File: src/rtl/pipe_ctrl_regs_pkg.sv
// -----------------------------------------------------------------------------
// pipe_ctrl_regs_pkg
// Shared MIPS control encodings and the packed layouts of the control-side
// pipeline registers.
//   - PC source, write-back address source, EXE operand and ALU encodings
//   - NOP instruction value
//   - one packed struct per pipeline boundary (IF/ID, ID/EXE, EXE/MEM, MEM/WB)
//   - regw_addr_sel(): destination register selection done at ID
// -----------------------------------------------------------------------------
package pipe_ctrl_regs_pkg;

    // PC source (ID-stage decode); anything other than PC_NEXT redirects fetch
    localparam logic [2:0] PC_NEXT = 3'd0;
    localparam logic [2:0] PC_JUMP = 3'd1;
    localparam logic [2:0] PC_JR   = 3'd2;
    localparam logic [2:0] PC_BEQ  = 3'd3;
    localparam logic [2:0] PC_BNE  = 3'd4;

    // Write-back destination select
    localparam logic [1:0] WB_ADDR_RD   = 2'd0;
    localparam logic [1:0] WB_ADDR_RT   = 2'd1;
    localparam logic [1:0] WB_ADDR_LINK = 2'd2;

    // EXE operand A/B select
    localparam logic [1:0] EXE_A_RS   = 2'd0;
    localparam logic [1:0] EXE_A_LINK = 2'd1;
    localparam logic [1:0] EXE_A_SA   = 2'd2;
    localparam logic [1:0] EXE_B_RT   = 2'd0;
    localparam logic [1:0] EXE_B_IMM  = 2'd1;
    localparam logic [1:0] EXE_B_LINK = 2'd2;

    // ALU operation
    localparam logic [3:0] EXE_ALU_ADD = 4'd0;
    localparam logic [3:0] EXE_ALU_SUB = 4'd1;
    localparam logic [3:0] EXE_ALU_AND = 4'd2;
    localparam logic [3:0] EXE_ALU_OR  = 4'd3;
    localparam logic [3:0] EXE_ALU_XOR = 4'd4;
    localparam logic [3:0] EXE_ALU_NOR = 4'd5;
    localparam logic [3:0] EXE_ALU_SL  = 4'd6;
    localparam logic [3:0] EXE_ALU_SR  = 4'd7;
    localparam logic [3:0] EXE_ALU_SRA = 4'd8;
    localparam logic [3:0] EXE_ALU_SLT = 4'd9;
    localparam logic [3:0] EXE_ALU_LUI = 4'd10;

    localparam logic [31:0] NOP_INST = 32'h0000_0000;
    localparam logic [4:0]  LINK_REG = 5'd31;

    typedef struct packed {
        logic        valid;
        logic [31:0] inst;
    } ifid_t;

    typedef struct packed {
        logic       valid;
        logic [1:0] a_src;
        logic [1:0] b_src;
        logic [3:0] alu_oper;
        logic       mem_ren;
        logic       mem_wen;
        logic       wb_data_src;
        logic       wb_wen;
        logic       is_load;
        logic       is_branch;
        logic [4:0] regw_addr;
        logic       illegal;
    } idexe_t;

    typedef struct packed {
        logic       valid;
        logic       is_branch;
        logic       is_load;
        logic       mem_ren;
        logic       mem_wen;
        logic       wb_wen;
        logic       wb_data_src;
        logic [4:0] regw_addr;
        logic       illegal;
    } exemem_t;

    typedef struct packed {
        logic       valid;
        logic       wb_wen;
        logic       wb_data_src;
        logic [4:0] regw_addr;
        logic       illegal;
    } memwb_t;

    // Destination register chosen from the IF/ID instruction; code 3 is unused
    // and maps to r0 so it can never clobber a live register.
    function automatic logic [4:0] regw_addr_sel(input logic [1:0]  src,
                                                 input logic [31:0] inst);
        logic [4:0] addr;
        case (src)
            WB_ADDR_RD:   addr = inst[15:11];
            WB_ADDR_RT:   addr = inst[20:16];
            WB_ADDR_LINK: addr = LINK_REG;
            default:      addr = 5'd0;
        endcase
        return addr;
    endfunction

endpackage

File: src/rtl/pipe_ctrl_regs_stage_reg.sv
// -----------------------------------------------------------------------------
// pipe_ctrl_regs_stage_reg
// One pipeline boundary register of width W.
//   clk  : clock
//   rst  : global synchronous reset (highest priority)
//   clr  : stage reset from the pipeline controller (beats en)
//   en   : stage enable; loads d when set, otherwise holds
//   d/q  : data in / registered data out
// -----------------------------------------------------------------------------
module pipe_ctrl_regs_stage_reg #(
    parameter int W = 1
) (
    input  logic         clk,
    input  logic         rst,
    input  logic         clr,
    input  logic         en,
    input  logic [W-1:0] d,
    output logic [W-1:0] q
);

    logic [W-1:0] q_reg;

    always_ff @(posedge clk) begin
        if (rst || clr) begin
            q_reg <= '0;
        end else if (en) begin
            q_reg <= d;
        end
    end

    assign q = q_reg;

endmodule

File: src/rtl/pipe_ctrl_regs.sv
// -----------------------------------------------------------------------------
// pipe_ctrl_regs
// Control-side pipeline register chain of the MIPS 5-stage CPU. Carries the
// ID-stage decode down ID/EXE -> EXE/MEM -> MEM/WB, tracks per-stage valid
// flags, returns EXE/MEM hazard feedback to the controller and counts retired
// instructions.
//   clk, rst                     : clock, synchronous active-high reset
//   <stage>_rst / <stage>_en     : per-stage clear / load from the controller
//   inst_if                      : fetched instruction
//   pc_src .. unrecognized       : ID-stage decode of inst_id
//   inst_id                      : IF/ID instruction (to decoder/controller)
//   *_valid                      : stage valid flags
//   *_exe / *_mem / *_wb         : stage control fields and hazard feedback
//   illegal_wb                   : unrecognized instruction reached WB
//   retired                      : committed-instruction counter (wraps)
// All outputs come straight from registers.
// -----------------------------------------------------------------------------
module pipe_ctrl_regs
    import pipe_ctrl_regs_pkg::*;
#(
    parameter int RETIRE_W = 32
) (
    input  logic                clk,
    input  logic                rst,
    input  logic                if_rst,
    input  logic                if_en,
    input  logic                id_rst,
    input  logic                id_en,
    input  logic                exe_rst,
    input  logic                exe_en,
    input  logic                mem_rst,
    input  logic                mem_en,
    input  logic                wb_rst,
    input  logic                wb_en,
    input  logic [31:0]         inst_if,
    input  logic [2:0]          pc_src,
    input  logic [1:0]          exe_a_src,
    input  logic [1:0]          exe_b_src,
    input  logic [3:0]          exe_alu_oper,
    input  logic                mem_ren,
    input  logic                mem_wen,
    input  logic                wb_data_src,
    input  logic                wb_wen,
    input  logic                is_load,
    input  logic                unrecognized,
    input  logic [1:0]          wb_addr_src,
    output logic [31:0]         inst_id,
    output logic                if_valid,
    output logic                id_valid,
    output logic                exe_valid,
    output logic                mem_valid,
    output logic                wb_valid,
    output logic [1:0]          exe_a_src_exe,
    output logic [1:0]          exe_b_src_exe,
    output logic [3:0]          exe_alu_oper_exe,
    output logic                is_branch_exe,
    output logic                is_load_exe,
    output logic                wb_wen_exe,
    output logic [4:0]          regw_addr_exe,
    output logic                mem_ren_mem,
    output logic                mem_wen_mem,
    output logic                is_branch_mem,
    output logic                is_load_mem,
    output logic                wb_wen_mem,
    output logic [4:0]          regw_addr_mem,
    output logic                wb_wen_wb,
    output logic                wb_data_src_wb,
    output logic [4:0]          regw_addr_wb,
    output logic                illegal_wb,
    output logic [RETIRE_W-1:0] retired
);

    logic    pc_valid_q;
    ifid_t   ifid_d,   ifid_q;
    idexe_t  idexe_d,  idexe_q;
    exemem_t exemem_d, exemem_q;
    memwb_t  memwb_d,  memwb_q;

    // ---------------------------------------------------------------- PC valid
    // Fetch is always producing an instruction unless the IF stage is cleared.
    pipe_ctrl_regs_stage_reg #(.W(1)) u_pc_valid (
        .clk (clk), .rst (rst), .clr (if_rst), .en (if_en),
        .d   (1'b1), .q (pc_valid_q)
    );

    // ------------------------------------------------------------------ IF/ID
    always_comb begin
        ifid_d       = '0;
        ifid_d.valid = pc_valid_q;
        ifid_d.inst  = inst_if;
    end

    pipe_ctrl_regs_stage_reg #(.W($bits(ifid_t))) u_ifid (
        .clk (clk), .rst (rst), .clr (id_rst), .en (id_en),
        .d   (ifid_d), .q (ifid_q)
    );

    // ----------------------------------------------------------------- ID/EXE
    // An unrecognized instruction still occupies a valid slot so it can be
    // reported at WB, but every side effect (register/memory writes, loads,
    // redirects) is stripped here so it cannot disturb architectural state.
    always_comb begin
        idexe_d             = '0;
        idexe_d.valid       = ifid_q.valid;
        idexe_d.a_src       = exe_a_src;
        idexe_d.b_src       = exe_b_src;
        idexe_d.alu_oper    = exe_alu_oper;
        idexe_d.mem_ren     = mem_ren;
        idexe_d.mem_wen     = mem_wen;
        idexe_d.wb_data_src = wb_data_src;
        idexe_d.wb_wen      = wb_wen;
        idexe_d.is_load     = is_load;
        idexe_d.is_branch   = (pc_src != PC_NEXT);
        idexe_d.regw_addr   = regw_addr_sel(wb_addr_src, ifid_q.inst);
        idexe_d.illegal     = unrecognized;
        if (unrecognized) begin
            idexe_d.mem_ren   = 1'b0;
            idexe_d.mem_wen   = 1'b0;
            idexe_d.wb_wen    = 1'b0;
            idexe_d.is_load   = 1'b0;
            idexe_d.is_branch = 1'b0;
        end
    end

    pipe_ctrl_regs_stage_reg #(.W($bits(idexe_t))) u_idexe (
        .clk (clk), .rst (rst), .clr (exe_rst), .en (exe_en),
        .d   (idexe_d), .q (idexe_q)
    );

    // ---------------------------------------------------------------- EXE/MEM
    always_comb begin
        exemem_d             = '0;
        exemem_d.valid       = idexe_q.valid;
        exemem_d.is_branch   = idexe_q.is_branch;
        exemem_d.is_load     = idexe_q.is_load;
        exemem_d.mem_ren     = idexe_q.mem_ren;
        exemem_d.mem_wen     = idexe_q.mem_wen;
        exemem_d.wb_wen      = idexe_q.wb_wen;
        exemem_d.wb_data_src = idexe_q.wb_data_src;
        exemem_d.regw_addr   = idexe_q.regw_addr;
        exemem_d.illegal     = idexe_q.illegal;
    end

    pipe_ctrl_regs_stage_reg #(.W($bits(exemem_t))) u_exemem (
        .clk (clk), .rst (rst), .clr (mem_rst), .en (mem_en),
        .d   (exemem_d), .q (exemem_q)
    );

    // ----------------------------------------------------------------- MEM/WB
    always_comb begin
        memwb_d             = '0;
        memwb_d.valid       = exemem_q.valid;
        memwb_d.wb_wen      = exemem_q.wb_wen;
        memwb_d.wb_data_src = exemem_q.wb_data_src;
        memwb_d.regw_addr   = exemem_q.regw_addr;
        memwb_d.illegal     = exemem_q.illegal;
    end

    pipe_ctrl_regs_stage_reg #(.W($bits(memwb_t))) u_memwb (
        .clk (clk), .rst (rst), .clr (wb_rst), .en (wb_en),
        .d   (memwb_d), .q (memwb_q)
    );

    // ---------------------------------------------------------- retire count
    // An instruction commits on the edge that moves it out of WB; a held or
    // cleared WB stage, or an illegal instruction, does not count.
    logic [RETIRE_W-1:0] retired_reg;

    always_ff @(posedge clk) begin
        if (rst) begin
            retired_reg <= '0;
        end else if (memwb_q.valid && wb_en && !wb_rst && !memwb_q.illegal) begin
            retired_reg <= retired_reg + RETIRE_W'(1);
        end
    end

    // ----------------------------------------------------------------- outputs
    assign if_valid         = pc_valid_q;
    assign id_valid         = ifid_q.valid;
    assign inst_id          = ifid_q.inst;

    assign exe_valid        = idexe_q.valid;
    assign exe_a_src_exe    = idexe_q.a_src;
    assign exe_b_src_exe    = idexe_q.b_src;
    assign exe_alu_oper_exe = idexe_q.alu_oper;
    assign is_branch_exe    = idexe_q.is_branch;
    assign is_load_exe      = idexe_q.is_load;
    assign wb_wen_exe       = idexe_q.wb_wen;
    assign regw_addr_exe    = idexe_q.regw_addr;

    assign mem_valid        = exemem_q.valid;
    assign mem_ren_mem      = exemem_q.mem_ren;
    assign mem_wen_mem      = exemem_q.mem_wen;
    assign is_branch_mem    = exemem_q.is_branch;
    assign is_load_mem      = exemem_q.is_load;
    assign wb_wen_mem       = exemem_q.wb_wen;
    assign regw_addr_mem    = exemem_q.regw_addr;

    assign wb_valid         = memwb_q.valid;
    assign wb_wen_wb        = memwb_q.wb_wen;
    assign wb_data_src_wb   = memwb_q.wb_data_src;
    assign regw_addr_wb     = memwb_q.regw_addr;
    assign illegal_wb       = memwb_q.illegal;

    assign retired          = retired_reg;

endmodule

File: config.mk
export PLATFORM = sky130hd
export DESIGN_NAME = pipe_ctrl_regs
export DESIGN_NICKNAME = d
export VERILOG_FILES = /design/src/rtl/pipe_ctrl_regs_pkg.sv /design/src/rtl/pipe_ctrl_regs_stage_reg.sv /design/src/rtl/pipe_ctrl_regs.sv
export SDC_FILE = /design/constraint.sdc
export NUM_CORES = 1
export LEC_CHECK = 0
export ABC_CLOCK_PERIOD_IN_PS = 2300
export BUFFER_PORTS_ARGS = -buffer_cell sky130_fd_sc_hd__buf_2
export CAP_MARGIN = 10
export CORE_ASPECT_RATIO = 1.1
export CORE_UTILIZATION = 49
export CTS_BUF_LIST = sky130_fd_sc_hd__clkbuf_16
export CTS_CLUSTER_DIAMETER = 80
export DETAILED_ROUTE_END_ITERATION = 12
export GPL_TIMING_DRIVEN = 0
export PLACE_DENSITY = 0.79
export SKIP_LAST_GASP = 1
export SLEW_MARGIN = 30
export SYNTH_ARGS = -nofsm -noshare
export SYNTH_HDL_FRONTEND = slang
export SYNTH_SLANG_ARGS = --single-unit
File: constraint.sdc
create_clock -name clk -period 2.3 [get_ports clk]
set_clock_uncertainty 0.2 [all_clocks]
set_input_delay 0.46 -clock clk [delete_from_list [all_inputs] [get_ports clk]]
set_output_delay 0.46 -clock clk [all_outputs]
set_load 0.005 [all_outputs]
==> results.yml, run 1 <==
detailed_routing:
  drc: 0
  vias: 3977
  wl_mm: 10.5
  via_per_inst: 5.21
  avgRoutedWirePerCell_um: 13.8
  wl_met1_mm: 4.67
  top_layer: "met4"
  wl_met2_mm: 5.07
  drt-initial-drc-count: 153
  detail-route-antenna-nets: 0
  wl_met3_um: 622
  dr.pass1.iters: 4
floorplanning:
  die_x_um: 93.3
  rows: 36
  die_area_sq_mm: 0.00955
  coreArea_sq_mm: 0.00887
  fp.dieH_um: 102
  num_io_pins: 166
  start_util_pct: 50.6
power:
  peakVddDrop_uv: 377
  p_leak_uw: 0.00272
  powerDensity_mw_per_mm2: 663
layout:
  antenna_cells: 0
  drive_gt1_share_pct: 32.6
  n_fill_cell: 734
  syn_to_final_growth_pct: 28.2
  multi_input_area_sq_mm: 0.00202
  nets: 709
  regArea_sq_mm: 0.00218
  largest_reg_flops: 33
  fin_util_pct: 64.9
place:
  place.gp.congestion: 0.862
  dpl_worst_slack_ps: 127
  port_buffers: 160
  dp_hpwl_mm: 7.79
sta:
  post-route-period-util_pct: 94.9
  fmax_ghz: 0.458
  period_minus_slack_ps: 2180
  setup_viol: 0
  rsz0062_at_grt: "no"
  setup_tns_ps: 0
  report.final.slew_viol_count: 0
  timing.final.hold_violations: 0
  holdWs_ps: 71.1
  worst_slew_pin_slew_ps: 747
  worst_slack_ps: 117
  relSlewSlack_pct: 50.2
cts:
  cts_buffers: 9
  ctsRootBufferMaster: "clkbuf_16"
  postCtsSetupRepairBufs: 0
  cts_max_path_buffers: 2
  cts_max_level: 3
  cts_tree: "yes"
  postCtsResizedCells: 0
  ctsHoldBuffers: 0
  cts.clk_slew.worst_paths_ps: 70
  cts.sink_count: 109
  clk_latency_ps: 340
status:
  run_status: "completed"
critical_path:
  critical_path_class: "flip-flop to flip-flop"
  cp.required_ps: 2370
  crit_path_end_kind: "flip-flop"
  crit_path_max_fanout: 10
  crit_path_cell_trace: "ha_1 -> and2_1 -> clkbuf_1 -> nand4_4 -> or4_1 -> a21oi_1"
  slowest_delay_ps: 510
  start_kind: "flip-flop"
  arrival_ps: 2260
  cpMaxStageDelayCell: "or4_1"
  reg2reg_depth: 6
hold_path:
  min_path_type: "input pin to flip-flop"
  hold_path_depth: 2
synthesis:
  netlist_area_sq_mm: 0.00449
  yosys_warnings: 0
  ys_ff_latch: 109
  syn_nets: 538
  syn_inst: 474
  netlist-cell-type-count: 36
  synth_area_per_cell_sq_um: 9.47
  synth.yosys.seq_area_share_pct: 48.6
job:
  cap_viol_max_count: 0
global_route:
  grt_pass1_wl_mm: 16.2
  antenna_found_initial: 0
  overflow: 0
  grt_use_total_pct: 21.6
  grt_pass1_vias: 3406
  grt_max_degree: 18
## metrics by stage
stage,instances,instance area (sq um),power [uW]
floorplan,474,4490,2130
global placement,748,5430,2240
detailed placement,748,5430,2240
CTS,764,5750,3850
global route,764,5760,3960
finish,764,5760,3820
## cell type report
cell class / count / share of cell area, %
tap: 114 / 2.48
multi-input combinational: 312 / 35.1
inverter: 4 / 0.261
timing repair buffer: 160 / 13.9
clock inverter: 7 / 1.56
clock buffer: 9 / 3.91
sequential: 109 / 37.9
buffer: 49 / 4.85
## final timing paths
kind / start / end / slack [ps]
worst min-delay path: if_rst / u_pc_valid.q / 70
worst max-delay path: retired[0] / retired[28] / 120
worst min register to register: u_ifid.q[10] / u_ifid.q[10] / 290
worst max register to register: retired[0] / retired[28] / 120
## placed cells by master, fill, tap and decap left out, types with 3 or more instances in the layout
cell,n
nor3_1,10
a211oi_1,5
clkbuf_1,20
buf_4,20
nand4_1,9
and3_1,4
nor2b_1,3
buf_2,164
clkbuf_16,9
inv_1,3
nand2_1,11
or2_2,4
nor2_1,91
o31ai_1,12
or3_1,7
and4_1,4
xor2_1,8
mux2_2,3
nand3_1,10
o21ai_0,7
a22oi_1,4
and2_1,4
a21oi_1,25
or4_1,12
nand2b_1,5
buf_1,3
dfxtp_1,109
mux2i_1,67
## cell families (layout without fill, tap and decap cells)
group | Yosys count | count (layout) | share of synthesized area (%)
AO/OA/AOI/OAI | 53 | 53 | 7.08
multiplexers | 70 | 70 | 15.7
AND/OR/NAND/NOR | 179 | 179 | 20.0
adder cells (fa/ha/maj) | 1 | 1 | 0.279
buffers and inverters | 53 | 229 | 6.55
XOR/XNOR | 9 | 9 | 1.76
flip-flops | 109 | 109 | 48.6
## where the power goes
part | total [uW] | leakage [uW] | switching [uW] | internal [uW]
clock | 1620 | 0.000153 | 667 | 948
combinational | 264 | 0.00169 | 133 | 131
sequential | 1940 | 0.000883 | 19.9 | 1920
## layer usage
layer / GRT usage (%) / vias up
li1: - / 1978
met1: 27.5 / 1845
met2: 36.0 / 142
met3: 4.32 / 12
met4: 8.76 / 0
met5: 0 / -
## cells in the mapped netlist
library cell  instances  area, sq um
buf_2                 4         20.0
a211oi_1              5         37.5
dfxtp_1             109         2180
nand2_1              11         41.3
clkbuf_1             20         75.1
nand4_1               9         56.3
a22oi_1               4         30.0
nor2b_1               3         18.8
nand2b_1              5         31.3
mux2_2                3         33.8
ha_1                  1         12.5
buf_4                20          150
xnor2_1               1         8.76
and2_1                4         25.0
clkinv_1              1         3.75
buf_6                 2         22.5
o31ai_1              12         90.1
or2_2                 4         25.0
o21ai_0               7         35.0
and4_1                4         35.0
a21oi_1              25          125
or4_1                12         90.1
nand3_1              10         50.1
and4_2                1         10.0
mux2i_1              67          671
xor2_1                8         70.1
or3_1                 7         43.8
buf_1                 3         11.3
nand4_4               1         21.3
and4bb_4              1         16.3
nor4_1                1         6.26
and3_1                4         25.0
nor2_1               91          342
inv_1                 3         11.3
nand4_2               1         12.5
nor3_1               10         50.1
## worst max-delay path, delay by kind of cell, from the launching register on
kind	cells	cell delay, ps
AOI/OAI and AO/OA	1	150
buffers and inverters	1	310
adders and majority gates	1	190
and+or+nand+nor	3	870
DFF	1	390
Power figures use the tool's default switching activity.
==> run 2: changes to the inputs <==
Settings changed: GPL_TIMING_DRIVEN 0 to 1.
==> run 2 against run 1 <==
Against the previous run:
- largest cell class unchanged
- core utilization down 2.5 points
- via count down 3.0%
- critical path type unchanged
- register-to-register slack better by 130 ps
- sequential share of layout area up 1.5 points
- worst hold slack better by 11 ps
- final cell count down 4.8%
==> results.yml, run 2 (synthesis gave the netlist of run 1 again) <==
power:
  peakVddDrop_uv: 321
  powerDensity_mw_per_mm2: 665
  p_leak_uw: 0.00261
detailed_routing:
  via_per_inst: 5.31
  avgRoutedWirePerCell_um: 14.1
  vias: 3859
  detail-route-antenna-nets: 0
  drc: 0
  dr.pass1.iters: 5
  drt-initial-drc-count: 92
  wl_mm: 10.3
sta:
  worst_slew_pin_slew_ps: 617
  fmax_ghz: 0.486
  period_minus_slack_ps: 2060
  rsz0062_at_grt: "no"
  post-route-period-util_pct: 89.5
  timing.final.hold_violations: 0
  relSlewSlack_pct: 58.9
  setup_tns_ps: 0
  report.final.slew_viol_count: 0
  setup_viol: 0
global_route:
  grt_use_total_pct: 20.7
  antenna_found_initial: 0
  overflow: 0
  grt_pass1_wl_mm: 15.6
  grt_pass1_vias: 3416
  grt_max_degree: 38
cts:
  cts_tree: "yes"
  ctsHoldBuffers: 0
  postCtsResizedCells: 0
  clk_latency_ps: 340
  ctsRootBufferMaster: "clkbuf_16"
  cts.sink_count: 109
  cts_max_path_buffers: 2
  cts.clk_slew.worst_paths_ps: 70
  cts_buffers: 9
  cts_max_level: 3
  postCtsSetupRepairBufs: 0
critical_path:
  cp_top_family: "simple AND/OR/NAND/NOR gates"
  cp.required_ps: 2370
  crit_buf_inv: 0
  crit_path_end_kind: "flip-flop"
  crit_path_cell_trace: "and4_2 -> nand4_4 -> or4_1 -> a21oi_1"
  crit_path_max_fanout: 26
  cpMaxStageDelayCell: "or4_1"
  slowest_delay_ps: 600
  critical_path_class: "flip-flop to flip-flop"
  start_kind: "flip-flop"
  arrival_ps: 2130
hold_path:
  min_path_type: "input pin to flip-flop"
floorplanning:
  fp.dieH_um: 102
  num_io_pins: 166
  start_util_pct: 50.6
  die_area_sq_mm: 0.00955
  rows: 36
  die_x_um: 93.3
  coreArea_sq_mm: 0.00887
place:
  placedCellCount: 712
  port_buffers: 165
  place.gp.congestion: 0.801
  dp_hpwl_mm: 7.48
layout:
  syn_to_final_growth_pct: 23.2
  antenna_cells: 0
  drive_gt1_share_pct: 32.1
  nets: 673
  final_cell_mix: "buf_2 (165), dfxtp_1 (109), nor2_1 (91)"
  largest_reg_flops: 33
  instances_no_fill: 727
  final_common_cell: "buf_2"
job:
  cap_viol_max_count: 0
status:
  run_status: "completed"
-- run 2: changes by cell type in the layout (fill, tap and decap cells not counted), moves of 2 or more --
cell	delta
buf_1	-3
buf_4	-13
buf_6	-2
clkbuf_1	-20
-- run 2: final timing paths --
path / start / to / slack (ps) / cells after the start
worst max-delay path: retired[10] / retired[29] / 240 / 4
worst min-delay path: if_rst / u_pc_valid.q / 80 / 2
worst max register to register: retired[10] / retired[29] / 240 / 4
worst min register to register: u_ifid.q[10] / u_ifid.q[10] / 290 / 2
-- run 2: cell type report --
type | instances | area (sq um)
repair buffers | 173 | 898
multi-input cells | 312 | 2010
well taps | 114 | 143
clock inverters | 6 | 56.3
fillers | 760 | 3340
clock buffers | 9 | 225
inverters | 4 | 15.0
flip-flops and latches | 109 | 2180
-- run 2: metrics by stage --
stage	setup WS (ps)	hold WS (ps)	power (uW)	instance area, sq um	utilization [%]
floorplan	324	260	2130	4490	-
global placement	114	267	2220	5250	59.2
detailed placement	54.0	278	2230	5250	59.2
CTS	253	72.1	3710	5530	62.4
global route	116	79.2	3810	5530	62.4
finish	242	81.8	3680	5530	62.4
-- run 2: power breakdown --
part	switching, uW	internal [uW]	total (uW)
combinational	127	122	249
sequential	20.0	1920	1940
clock	664	829	1490
-- run 2: routing by layer --
layer,global-route usage (%),wire [um]
met4,8.76,126
met2,34.8,4950
met1,25.4,4640
met5,0,0
met3,5.06,542
==> run 3: changes to the inputs <==
Settings changed: CELL_PAD_IN_SITES_DETAIL_PLACEMENT set to 0, CELL_PAD_IN_SITES_GLOBAL_PLACEMENT set to 1, CORE_UTILIZATION 49 to 36, PLACE_DENSITY 0.79 to unset, PLACE_DENSITY_LB_ADDON set to 0.1.
==> run 3 against run 2 <==
Against the previous run:
- fmax is 0.77% lower
- first-iteration DRC count is 4.3% higher
- worst hold slack worse by 12 ps
- sequential power hardly changed
- global-route usage is 3.6 points lower
- wire length is 7.3% higher
- sequential share of layout area is 0.58 points lower
- final cell count is 6.1% higher
- register-to-register slack worse by 20 ps
- critical path depth stayed put
- clock power is 3% higher
- critical endpoint is now retired[31]
- largest cell class unchanged
==> results.yml, run 3 (synthesis gave the netlist of run 1 again) <==
status:
  run_status: "completed"
sta:
  setup_viol: 0
  fmax_ghz: 0.482
  setup_tns_ps: 0
  report.final.slew_viol_count: 0
  rsz0062_at_grt: "no"
  post-route-period-util_pct: 90.2
  relSlewSlack_pct: 55.7
  timing.final.hold_violations: 0
  period_minus_slack_ps: 2070
  worst_slew_pin_slew_ps: 664
cts:
  cts_max_path_buffers: 2
  postCtsSetupRepairBufs: 0
  clk_latency_ps: 340
  cts.clk_slew.worst_paths_ps: 70
  postCtsResizedCells: 0
  cts_max_level: 3
  ctsRootBufferMaster: "clkbuf_16"
  ctsHoldBuffers: 0
  cts_tree: "yes"
  cts.sink_count: 109
  cts_buffers: 9
detailed_routing:
  dr.pass1.iters: 4
  via_per_inst: 4.85
  avgRoutedWirePerCell_um: 14.3
  drc: 0
  drt-initial-drc-count: 96
  detail-route-antenna-nets: 0
  wl_mm: 11.0
  vias: 3739
layout:
  nets: 676
  antenna_cells: 0
  syn_to_final_growth_pct: 25.1
  largest_reg_flops: 33
  final_common_cell: "buf_2"
  final_cell_mix: "buf_2 (165), dfxtp_1 (109), nor2_1 (91)"
  finalInstanceArea_sq_mm: 0.00562
  drive_gt1_share_pct: 32.6
power:
  powerDensity_mw_per_mm2: 662
  p_int_uw: 2880
  p_seq_share_pct: 52.0
  power_frac_comb_pct: 6.9
  p_total_uw: 3720
  pwr-share-clk_pct: 41.1
  p_sw_uw: 839
  peakVddDrop_uv: 294
  swShare_pct: 22.6
  p_leak_uw: 0.00263
floorplanning:
  start_util_pct: 37.1
  die_area_sq_mm: 0.0129
  die_x_um: 108
  fp.dieH_um: 119
  num_io_pins: 166
  coreArea_sq_mm: 0.0121
  rows: 42
place:
  port_buffers: 165
  place.gp.congestion: 0.747
  placed_cell_area_sq_mm: 0.00532
  dp_hpwl_mm: 8.07
critical_path:
  crit_path_cell_trace: "and4_2 -> nand4_4 -> or4_1 -> a21oi_1"
  slowest_delay_ps: 590
  start_kind: "flip-flop"
  cpMaxStageDelayCell: "or4_1"
  crit_path_max_fanout: 26
  arrival_ps: 2150
  critical_path_class: "flip-flop to flip-flop"
  cp.required_ps: 2370
  crit_path_end_kind: "flip-flop"
global_route:
  overflow: 0
  grt_pass1_wl_mm: 17.3
  grt_use_total_pct: 17.2
  grt_max_degree: 37
  grt_pass1_vias: 3528
  antenna_found_initial: 0
hold_path:
  min_path_type: "input pin to flip-flop"
job:
  cap_viol_max_count: 0
-- run 3: worst paths after layout --
kind | startpoint | end | slack [ps] | cells after the start
setup / recovery | retired[8] | retired[31] | 230 | 4
hold / removal | if_rst | u_pc_valid.q | 70 | 2
setup reg to reg | retired[8] | retired[31] | 230 | 4
hold reg to reg | u_idexe.q[13] | u_idexe.q[13] | 290 | 2
-- run 3: worst max-delay path: cells and delay by family, from the launching register on --
kind	cells	cell delay, ps
flip-flops	1	420
AO/OA/AOI/OAI	1	150
AND/OR/NAND/NOR	3	1220
-- run 3: area by class of cell --
cell class	count	area, sq um
Multi-Input combinational cell	312	2010
Clock buffer	9	225
Inverter	4	15.0
Fill cell	1210	6470
Tap cell	154	193
Sequential cell	109	2180
Clock inverter	7	66.3
Timing Repair Buffer	176	921
-- run 3: metal layers --
| metal | part of all wire [%] | vias up | GRT usage [%] |
|---|---|---|---|
| li1 | - | 1908 | - |
| met1 | 44 | 1712 | 21.1 |
| met2 | 48 | 106 | 28.8 |
| met3 | 5.7 | 13 | 3.12 |
| met4 | 1.9 | 0 | 7.69 |
| met5 | 0 | - | 0 |
-- run 3: power groups by stage --
| stage | clock network (uW) | registers, uW | logic, uW |
|---|---|---|---|
| finish | 1530 | 1940 | 256 |
| global route | 1650 | 1940 | 283 |
| CTS | 1580 | 1940 | 260 |
| detailed placement | 0 | 1980 | 259 |
| global placement | 0 | 1980 | 257 |
| floorplan | 0 | 1980 | 153 |
-- run 3: stage by stage --
step                cells  utilization, %  worst slack (ps)  hold WS [ps]
global placement      755            44.0               179           266
detailed placement    755            44.0               138           277
global route          771            46.5              56.5          62.9
floorplan             474               -               324           260
CTS                   771            46.5               219          55.5
finish                771            46.5               226          69.7
